File: src/rtl/decode_read_stage.sv
// ARM DP/DT decode and operand-read front end: 16-entry register file with
// writeback bypass, one registered output stage with valid/ready, flush and illegal flag.
module decode_read_stage #(
  parameter int          DATA_W    = 32,
  parameter int          FWD_EN    = 1,
  parameter int unsigned PC_OFFSET = 8
) (
  input  logic              clk,
  input  logic              rst_n,
  input  logic              in_valid,
  output logic              in_ready,
  input  logic [31:0]       inst,
  input  logic [DATA_W-1:0] pc_in,
  input  logic              flush,
  input  logic              wb_en,
  input  logic [3:0]        wb_addr,
  input  logic [DATA_W-1:0] wb_data,
  output logic              out_valid,
  input  logic              out_ready,
  output logic [3:0]        cond,
  output logic [3:0]        alu_op,
  output logic [5:0]        mf_op,
  output logic [3:0]        reg_d,
  output logic              s_cpsr,
  output logic              dp_dt,
  output logic              r_i,
  output logic              illegal,
  output logic [DATA_W-1:0] operand_1,
  output logic [DATA_W-1:0] operand_2,
  output logic [DATA_W-1:0] store_data
);

  logic [DATA_W-1:0] rf [16];
  logic              vld_p1;

  logic [3:0]        alu_op_p0;
  logic [5:0]        mf_op_p0;
  logic              s_cpsr_p0;
  logic              dp_dt_p0;
  logic              illegal_p0;
  logic              is_dp_p0;
  logic [DATA_W-1:0] rn_p0;
  logic [DATA_W-1:0] rm_p0;
  logic [DATA_W-1:0] rd_p0;
  logic [DATA_W-1:0] op1_p0;
  logic [DATA_W-1:0] op2_p0;
  logic [DATA_W-1:0] st_p0;
  logic              capture;

  // R15 reads see the pipelined PC; other addresses may take the same-cycle writeback.
  function automatic logic [DATA_W-1:0] read_reg(
    input logic [3:0]        addr,
    input logic [DATA_W-1:0] stored,
    input logic [DATA_W-1:0] pc,
    input logic              w_en,
    input logic [3:0]        w_addr,
    input logic [DATA_W-1:0] w_data
  );
    if (addr == 4'd15)
      return pc + DATA_W'(PC_OFFSET);
    else if ((FWD_EN != 0) && w_en && (w_addr == addr))
      return w_data;
    else
      return stored;
  endfunction

  function automatic logic [31:0] rot_imm(input logic [7:0] imm8, input logic [3:0] rot);
    logic [63:0] dbl;
    dbl = {24'd0, imm8, 24'd0, imm8} >> {rot, 1'b0};
    return dbl[31:0];
  endfunction

  function automatic logic [DATA_W-1:0] lsl(input logic [DATA_W-1:0] val, input logic [4:0] sh);
    return val << sh;
  endfunction

  assign in_ready  = !vld_p1 || out_ready;
  assign out_valid = vld_p1;
  assign capture   = in_valid && in_ready && !flush;

  // Stage p0: combinational decode and operand read
  always_comb begin
    is_dp_p0   = (inst[27:26] == 2'b00);
    dp_dt_p0   = (inst[27:26] == 2'b01);
    illegal_p0 = inst[27];
    alu_op_p0  = is_dp_p0 ? inst[24:21] : 4'd0;
    s_cpsr_p0  = is_dp_p0 ? inst[20] : 1'b0;
    mf_op_p0   = dp_dt_p0 ? inst[25:20] : 6'd0;
    rn_p0 = read_reg(inst[19:16], rf[inst[19:16]], pc_in, wb_en, wb_addr, wb_data);
    rm_p0 = read_reg(inst[3:0],   rf[inst[3:0]],   pc_in, wb_en, wb_addr, wb_data);
    rd_p0 = read_reg(inst[15:12], rf[inst[15:12]], pc_in, wb_en, wb_addr, wb_data);
    op2_p0 = '0;
    if (is_dp_p0) begin
      if (inst[25])
        op2_p0 = DATA_W'(rot_imm(inst[7:0], inst[11:8]));
      else if (!inst[4] && (inst[6:5] == 2'b00))
        op2_p0 = lsl(rm_p0, inst[11:7]);
      else
        op2_p0 = rm_p0;
    end else if (dp_dt_p0) begin
      if (inst[25])
        op2_p0 = lsl(rm_p0, inst[11:7]);
      else
        op2_p0 = DATA_W'(inst[11:0]);
    end
    op1_p0 = illegal_p0 ? '0 : rn_p0;
    st_p0  = illegal_p0 ? '0 : rd_p0;
  end

  // Stage p1: registered output bundle and register-file writes
  always_ff @(posedge clk or negedge rst_n) begin
    if (!rst_n) begin
      vld_p1     <= 1'b0;
      cond       <= '0;
      alu_op     <= '0;
      mf_op      <= '0;
      reg_d      <= '0;
      s_cpsr     <= 1'b0;
      dp_dt      <= 1'b0;
      r_i        <= 1'b0;
      illegal    <= 1'b0;
      operand_1  <= '0;
      operand_2  <= '0;
      store_data <= '0;
      for (int i = 0; i < 16; i++) rf[i] <= '0;
    end else begin
      if (flush)
        vld_p1 <= 1'b0;
      else if (capture)
        vld_p1 <= 1'b1;
      else if (out_ready)
        vld_p1 <= 1'b0;
      if (capture) begin
        cond       <= inst[31:28];
        alu_op     <= alu_op_p0;
        mf_op      <= mf_op_p0;
        reg_d      <= inst[15:12];
        s_cpsr     <= s_cpsr_p0;
        dp_dt      <= dp_dt_p0;
        r_i        <= inst[25];
        illegal    <= illegal_p0;
        operand_1  <= op1_p0;
        operand_2  <= op2_p0;
        store_data <= st_p0;
      end
      // R15 is the PC, never a stored register.
      if (wb_en && (wb_addr != 4'd15))
        rf[wb_addr] <= wb_data;
    end
  end

endmodule

File: config.mk
export PLATFORM = sky130hd
export DESIGN_NAME = decode_read_stage
export DESIGN_NICKNAME = d
export VERILOG_FILES = /design/src/rtl/decode_read_stage.sv
export SDC_FILE = /design/constraint.sdc
export NUM_CORES = 2
export LEC_CHECK = 0
export BUFFER_PORTS_ARGS = -buffer_cell sky130_fd_sc_hd__buf_2
export CORE_ASPECT_RATIO = 0.5
export CORE_MARGIN = 2
export CORE_UTILIZATION = 30
export CTS_CLUSTER_DIAMETER = 40
export DETAILED_ROUTE_END_ITERATION = 10
export HOLD_SLACK_MARGIN = 0.08
export PLACE_DENSITY = 0.46
export SLEW_MARGIN = 20
export SYNTH_ARGS = -nofsm -noshare
export SYNTH_HDL_FRONTEND = slang
export SYNTH_SLANG_ARGS = --single-unit
File: constraint.sdc
create_clock -name clk -period 7.2 [get_ports clk]
set_input_delay 1.44 -clock clk [delete_from_list [all_inputs] [get_ports clk]]
set_output_delay 1.44 -clock clk [all_outputs]
set_load 0.05 [all_outputs]
# Yosys cells after proc, flatten, opt, wreduce, memory -nomap -nowiden
# Cells that the tools add are included.
# W data, S select, Z words.
# totals
input_bits	106
output_inout_bits	120
reg_bits	631
word_cells	94
# classes
n_lt_le_gt_ge	5
mux	31
n_reduce_logical	15
n_shift	2
add_sub_neg	1
bitwise	4
eq_ne	8
# ops
operator	count
$mux W32	20
$bwmux W512	1
$bmux W32 S4	3
$demux W32 S4	1
$shr A40 B5 Y32	1
$add A32 B4 Y32 const B	1
$shl A32 B5 Y32	1
$ge A5 B5 Y1 const B	4
$not A4 Y5	4
$eq A4 B4 Y1	3
$eq A4 B4 Y1 const B	3
$logic_and A1 B1 Y1	8
$mux W6	1
$lt A5 B1 Y1 const B	1
$logic_not A2 Y1	2
$mux W1	4
$mux W4	1
$ne A4 B4 Y1 const B	1
$logic_not A1 Y1	3
$reduce_bool A3 Y1	1
$eq A2 B1 Y1 const B	1
$logic_or A1 B1 Y1	1

# Logic depth before layout (Yosys ltp)
# logic_depth
ltp_word	10
ltp_mapped	14
ltp_nobuf	10

# Worst setup path after synthesis
# Ideal clock, no wire load.
# synth_path
path_kind	input to register
from	input inst[1]
to	register operand_2[25]
setup_time_ps	133
t_arrival_ps	4164
slack_ps	2903
cell_stages	12
required_time_ps	7067
path_buffers	4
path_cell_list	buf_4 -> buf_6 -> buf_4 -> buf_2 -> mux2_2 -> a311oi_1 -> nand3_1 -> o211a_1 -> or3_1 -> mux4_2 -> o41ai_1 -> a21oi_1
# synth_between
elab_chain_cells	10
elab_cells_between_ends	16
cone_classes	eq/ne: 2; shift: 2; mux: 10; bitwise: 1; reduce/logical: 1
# synth_rtl
item	line	text
start: declaration	12	input logic [31:0] inst,
$not A4 Y5 (not written as such)	90	rm_p0 = read_reg(inst[3:0], rf[inst[3:0]], pc_in, wb_en, wb_addr, wb_data);
$bmux W32 S4	90	
$mux W32 (not written as such) (2 in series)	90	
$mux W32	61	else if ((FWD_EN != 0) && w_en && (w_addr == addr))
$mux W32	59	if (addr == 4'd15)
$shl A32 B5 Y32	74	return val << sh;
$mux W32, on equally long branches	101, 96	
$mux W32, on equally long branches	100, 94	
$mux W32 (*)	93	if (is_dp_p0) begin
end signal: assignment	143	operand_2 <= op2_p0;
end: declaration	29	output logic [DATA_W-1:0] operand_2,
# Every way passes the cells marked *; elsewhere a longest branch is shown, timed or not. The select of a mux whose other input is x is not followed.
# A chain may end at the register's enable or synchronous reset.

# Final worst setup path
# layout_path
from	input inst[2]
to	register operand_2[9]
# layout_between
elab_chain_cells	10
elab_cells_between_ends	15
cone_classes	eq/ne: 2; shift: 1; mux: 10; bitwise: 1; reduce/logical: 1
# layout_rtl
item	line
$not A4 Y5 (not written as such)	90
$bmux W32 S4	90
$mux W32 (not written as such) (2 in series)	90
$mux W32	61
$mux W32 (*)	59
$shl A32 B5 Y32	74
$mux W32, on equally long branches	101, 96
$mux W32, on equally long branches	100, 94
$mux W32 (*)	93
# Marks and branches as above.

==> results.json <==
{
  "max_cap_violations": 0,
  "gp_congestion": 0.958,
  "detailedRoute.firstIterationViolations": 3169,
  "postCtsResizedCells": 0,
  "timing.hold.worst_path_depth": 0,
  "number_of_antenna_violations_at_the_first_check_in_global_routing": 10,
  "cp-end-kind": "flop",
  "synth-async-reset-ratio_pct": 100,
  "fin_crit_ps": 5040,
  "num_rows": 95,
  "ys_seq_area_share_pct": 38.9,
  "clock_tree_from_tritoncts": "done",
  "place_hpwl_um": 112000,
  "crit_path_max_fanout": 42,
  "layout.cells.non_filler": 5102,
  "design_area_um2": 46800,
  "overall_die_area_um2": 139000,
  "crit_path_start_kind": "primary input",
  "place_ws_ps": 1430,
  "initial_utilization_pct": 30.2,
  "cts.repair_timing.setup_buffer_count": 0,
  "global_route_usage_sum_pct": 23.8,
  "worst_pin_slew_ps": 1250,
  "post-synth-top-area-cell": "sky130_fd_sc_hd__dfrtp_1",
  "cts.path.max_buffers": 3,
  "netlist-cell-type-count": 79,
  "synthesis.nets": 3294,
  "routed_via_density": 6.09,
  "finalWirelength_um": 166000,
  "worst-endpoint-arrival_ps": 5630,
  "max_clock_freq_ghz": 0.198,
  "reg2reg_depth": 9,
  "final_util_pct": 34.8,
  "cpMaxStageDelayCell": "sky130_fd_sc_hd__buf_4",
  "power_leakage_nw": 18.7,
  "clkLatencyLatePin_ps": 730,
  "synth_compound_area_share_pct": 9.22,
  "timing.final.max_slew_violations": 0,
  "layout.filler_cells": 13100,
  "nNetsFinal": 3328,
  "status": "completed",
  "port_buffers": 225,
  "htree_num_levels": 3,
  "synth_adder_area_share_pct": 0.0308,
  "totalPowerFinal_mw": 14.0,
  "postSynthCellCount": 3187,
  "cts.clk_slew.worst_paths_ps": 50,
  "cts_num_sinks": 631,
  "timing.final.hold_violations": 0,
  "irDropWorstVdd_mv": 0.187,
  "drc": 0,
  "grt_max_degree": 142,
  "tritoncts.num_buffers": 96,
  "clk_root_buffer_cell": "sky130_fd_sc_hd__clkbuf_16",
  "synth_top_family_by_area": "multiplexers",
  "setup_slack_ps": 2160,
  "synth_xor_area_share_pct": 0.776,
  "synth_largest_type_area_fraction_pct": 38.9,
  "post_synth_mux_area_share_pct": 41.0,
  "cp_data_required_time_ps": 7780,
  "die_w_um": 524,
  "critical_path.cell_chain": "buf_4 -> buf_4 -> mux4_2 -> a22oi_1 -> nand2_1 -> a2bb2oi_1 -> a22oi_1 -> o32ai_1 -> a21oi_1 -> o221ai_1 -> mux2_2",
  "cp_slowest_stage_delay_ps": 660,
  "routedWlPerCell_um": 32.6,
  "layout_worst_path_cycle_share_pct": 70.1,
  "powerDensity_nw_per_um2": 298,
  "synth_top_flop_cell": "sky130_fd_sc_hd__dfrtp_1",
  "synth_area_um2": 40600,
  "hold-worst-slack_ps": 415,
  "antenna_violating_nets_post_route": 0,
  "grt_first_pass_wirelength_um": 240000,
  "final_report_setup_violation_count": 0,
  "firstDrtPassIters": 7,
  "cts.hold.buffers_added": 0,
  "worst_clock_skew_ps": 40.4,
  "synth-simple-area-share_pct": 6.14,
  "syn2layout_area_growth_pct": 15.2,
  "synth_area_leaders": "sky130_fd_sc_hd__dfrtp_1 39%, sky130_fd_sc_hd__mux4_2 25%, sky130_fd_sc_hd__mux2_2 14%, sky130_fd_sc_hd__clkbuf_1 2.5%, sky130_fd_sc_hd__mux2i_1 2.0%",
  "setup_tns_ps": 0,
  "die_height_um": 264,
  "dp_cells": 4916,
  "final_cell_mix": "631 x sky130_fd_sc_hd__dfrtp_1, 495 x sky130_fd_sc_hd__mux2_2, 456 x sky130_fd_sc_hd__mux4_2",
  "ys.warnings.count": 0,
  "boundaryPins": 226,
  "overflow": 0,
  "most_common_cell_after_layout_fill_and_taps_aside": "sky130_fd_sc_hd__dfrtp_1",
  "dpl_cell_area_um2": 43300,
  "syn_avg_cell_area_um2": 12.7,
  "rsz0062_at_grt": "no",
  "ys_seq_elements": 631,
  "detailroute.via_count": 31100,
  "synth_enable_flop_cells": 0,
  "hold_class": "reg2reg",
  "core_box_area_um2": 134000,
  "path_class": "in2reg",
  "worst_slew_margin_relative_to_its_limit_pct": 16.1,
  "ratio_of_cells_with_drive_above_1_in_the_final_layout_pct": 44.8,
  "via_count_of_the_first_global_routing_pass": 31200
}
## metal layers
layer	vias up	track usage, %	wire length (um)	share of wire (%)
met4	0	7.92	5490	3.3
met3	304	4.68	12100	7.3
li1	12600	-	-	-
met5	-	0	0	0
met1	16800	33.7	73400	44
met2	1406	36.5	75400	45
## sequential cells by signal, summed over array words and instances (netlist names), 4 cells and up
register    flops
cond            4
mf_op           6
rf            512
store_data     32
reg_d           4
alu_op          4
operand_1      32
operand_2      32
## kinds of logic (layout without fill, tap and decap cells)
kind of cell / count (synthesis) / count (layout)
adder cells (fa/ha/maj): 1 / 1
buffers and inverters: 392 / 507
multiplexers: 1034 / 1034
AO/OA/AOI/OAI: 541 / 541
other: 0 / 6
AND/OR/NAND/NOR: 552 / 552
flip-flops: 631 / 631
XOR/XNOR: 36 / 36
## final timing paths
kind | from | endpoint | slack, ps
setup / recovery | inst[2] | operand_2[9] | 2160
hold / removal | rf[15] | rf[15] | 410
hold reg to reg | rf[15] | rf[15] | 410
max in group asynchronous | rst_n | rf[93] | 5140
min in group asynchronous | rst_n | rf[69] | 690
setup reg to reg | rf[4] | operand_2[9] | 3510
## worst max-delay path, delay by kind of cell
family / cells / cell delay, ps
AOI/OAI and AO/OA: 6 / 1880
buffers and inverters: 2 / 1170
and+or+nand+nor: 1 / 320
muxes: 2 / 730
## cells in the mapped netlist (11+ instances only)
| library cell | instances |
|---|---|
| sky130_fd_sc_hd__a211oi_1 | 25 |
| sky130_fd_sc_hd__a21oi_1 | 111 |
| sky130_fd_sc_hd__a22o_1 | 67 |
| sky130_fd_sc_hd__a22oi_1 | 35 |
| sky130_fd_sc_hd__a2bb2oi_1 | 11 |
| sky130_fd_sc_hd__a31oi_1 | 19 |
| sky130_fd_sc_hd__and3_1 | 11 |
| sky130_fd_sc_hd__buf_1 | 41 |
| sky130_fd_sc_hd__buf_2 | 36 |
| sky130_fd_sc_hd__buf_4 | 14 |
| sky130_fd_sc_hd__clkbuf_1 | 276 |
| sky130_fd_sc_hd__dfrtp_1 | 631 |
| sky130_fd_sc_hd__inv_1 | 18 |
| sky130_fd_sc_hd__mux2_2 | 495 |
| sky130_fd_sc_hd__mux2i_1 | 83 |
| sky130_fd_sc_hd__mux4_2 | 456 |
| sky130_fd_sc_hd__nand2_1 | 185 |
| sky130_fd_sc_hd__nand3_1 | 43 |
| sky130_fd_sc_hd__nand4_1 | 13 |
| sky130_fd_sc_hd__nor2_1 | 169 |
| sky130_fd_sc_hd__nor3_1 | 41 |
| sky130_fd_sc_hd__nor4_1 | 13 |
| sky130_fd_sc_hd__o211ai_1 | 13 |
| sky130_fd_sc_hd__o21ai_0 | 78 |
| sky130_fd_sc_hd__o221ai_1 | 14 |
| sky130_fd_sc_hd__o22ai_1 | 60 |
| sky130_fd_sc_hd__o31ai_1 | 11 |
| sky130_fd_sc_hd__or2_2 | 13 |
| sky130_fd_sc_hd__or3_1 | 15 |
| sky130_fd_sc_hd__xnor2_1 | 24 |
| sky130_fd_sc_hd__xor2_1 | 12 |
## power by group
part	leakage, nW	internal, mW	switching, mW
Clock	1.63	3.00	1.99
Combinational	9.20	1.96	2.03
Sequential	7.91	4.28	0.689
## layout make-up
class / instances / area [um^2] / share of cell area (%)
diodes: 6 / 15.0 / 0.0321
clock buffers: 109 / 2550 / 5.45
clock inverters: 70 / 862 / 1.84
inverters: 20 / 75.1 / 0.160
multi-input cells: 2164 / 23300 / 49.9
flip-flops and latches: 631 / 15800 / 33.7
well taps: 1794 / 2240 / 4.80
repair buffers: 308 / 1910 / 4.07
Note: power is estimated with default switching activity, not from simulation.
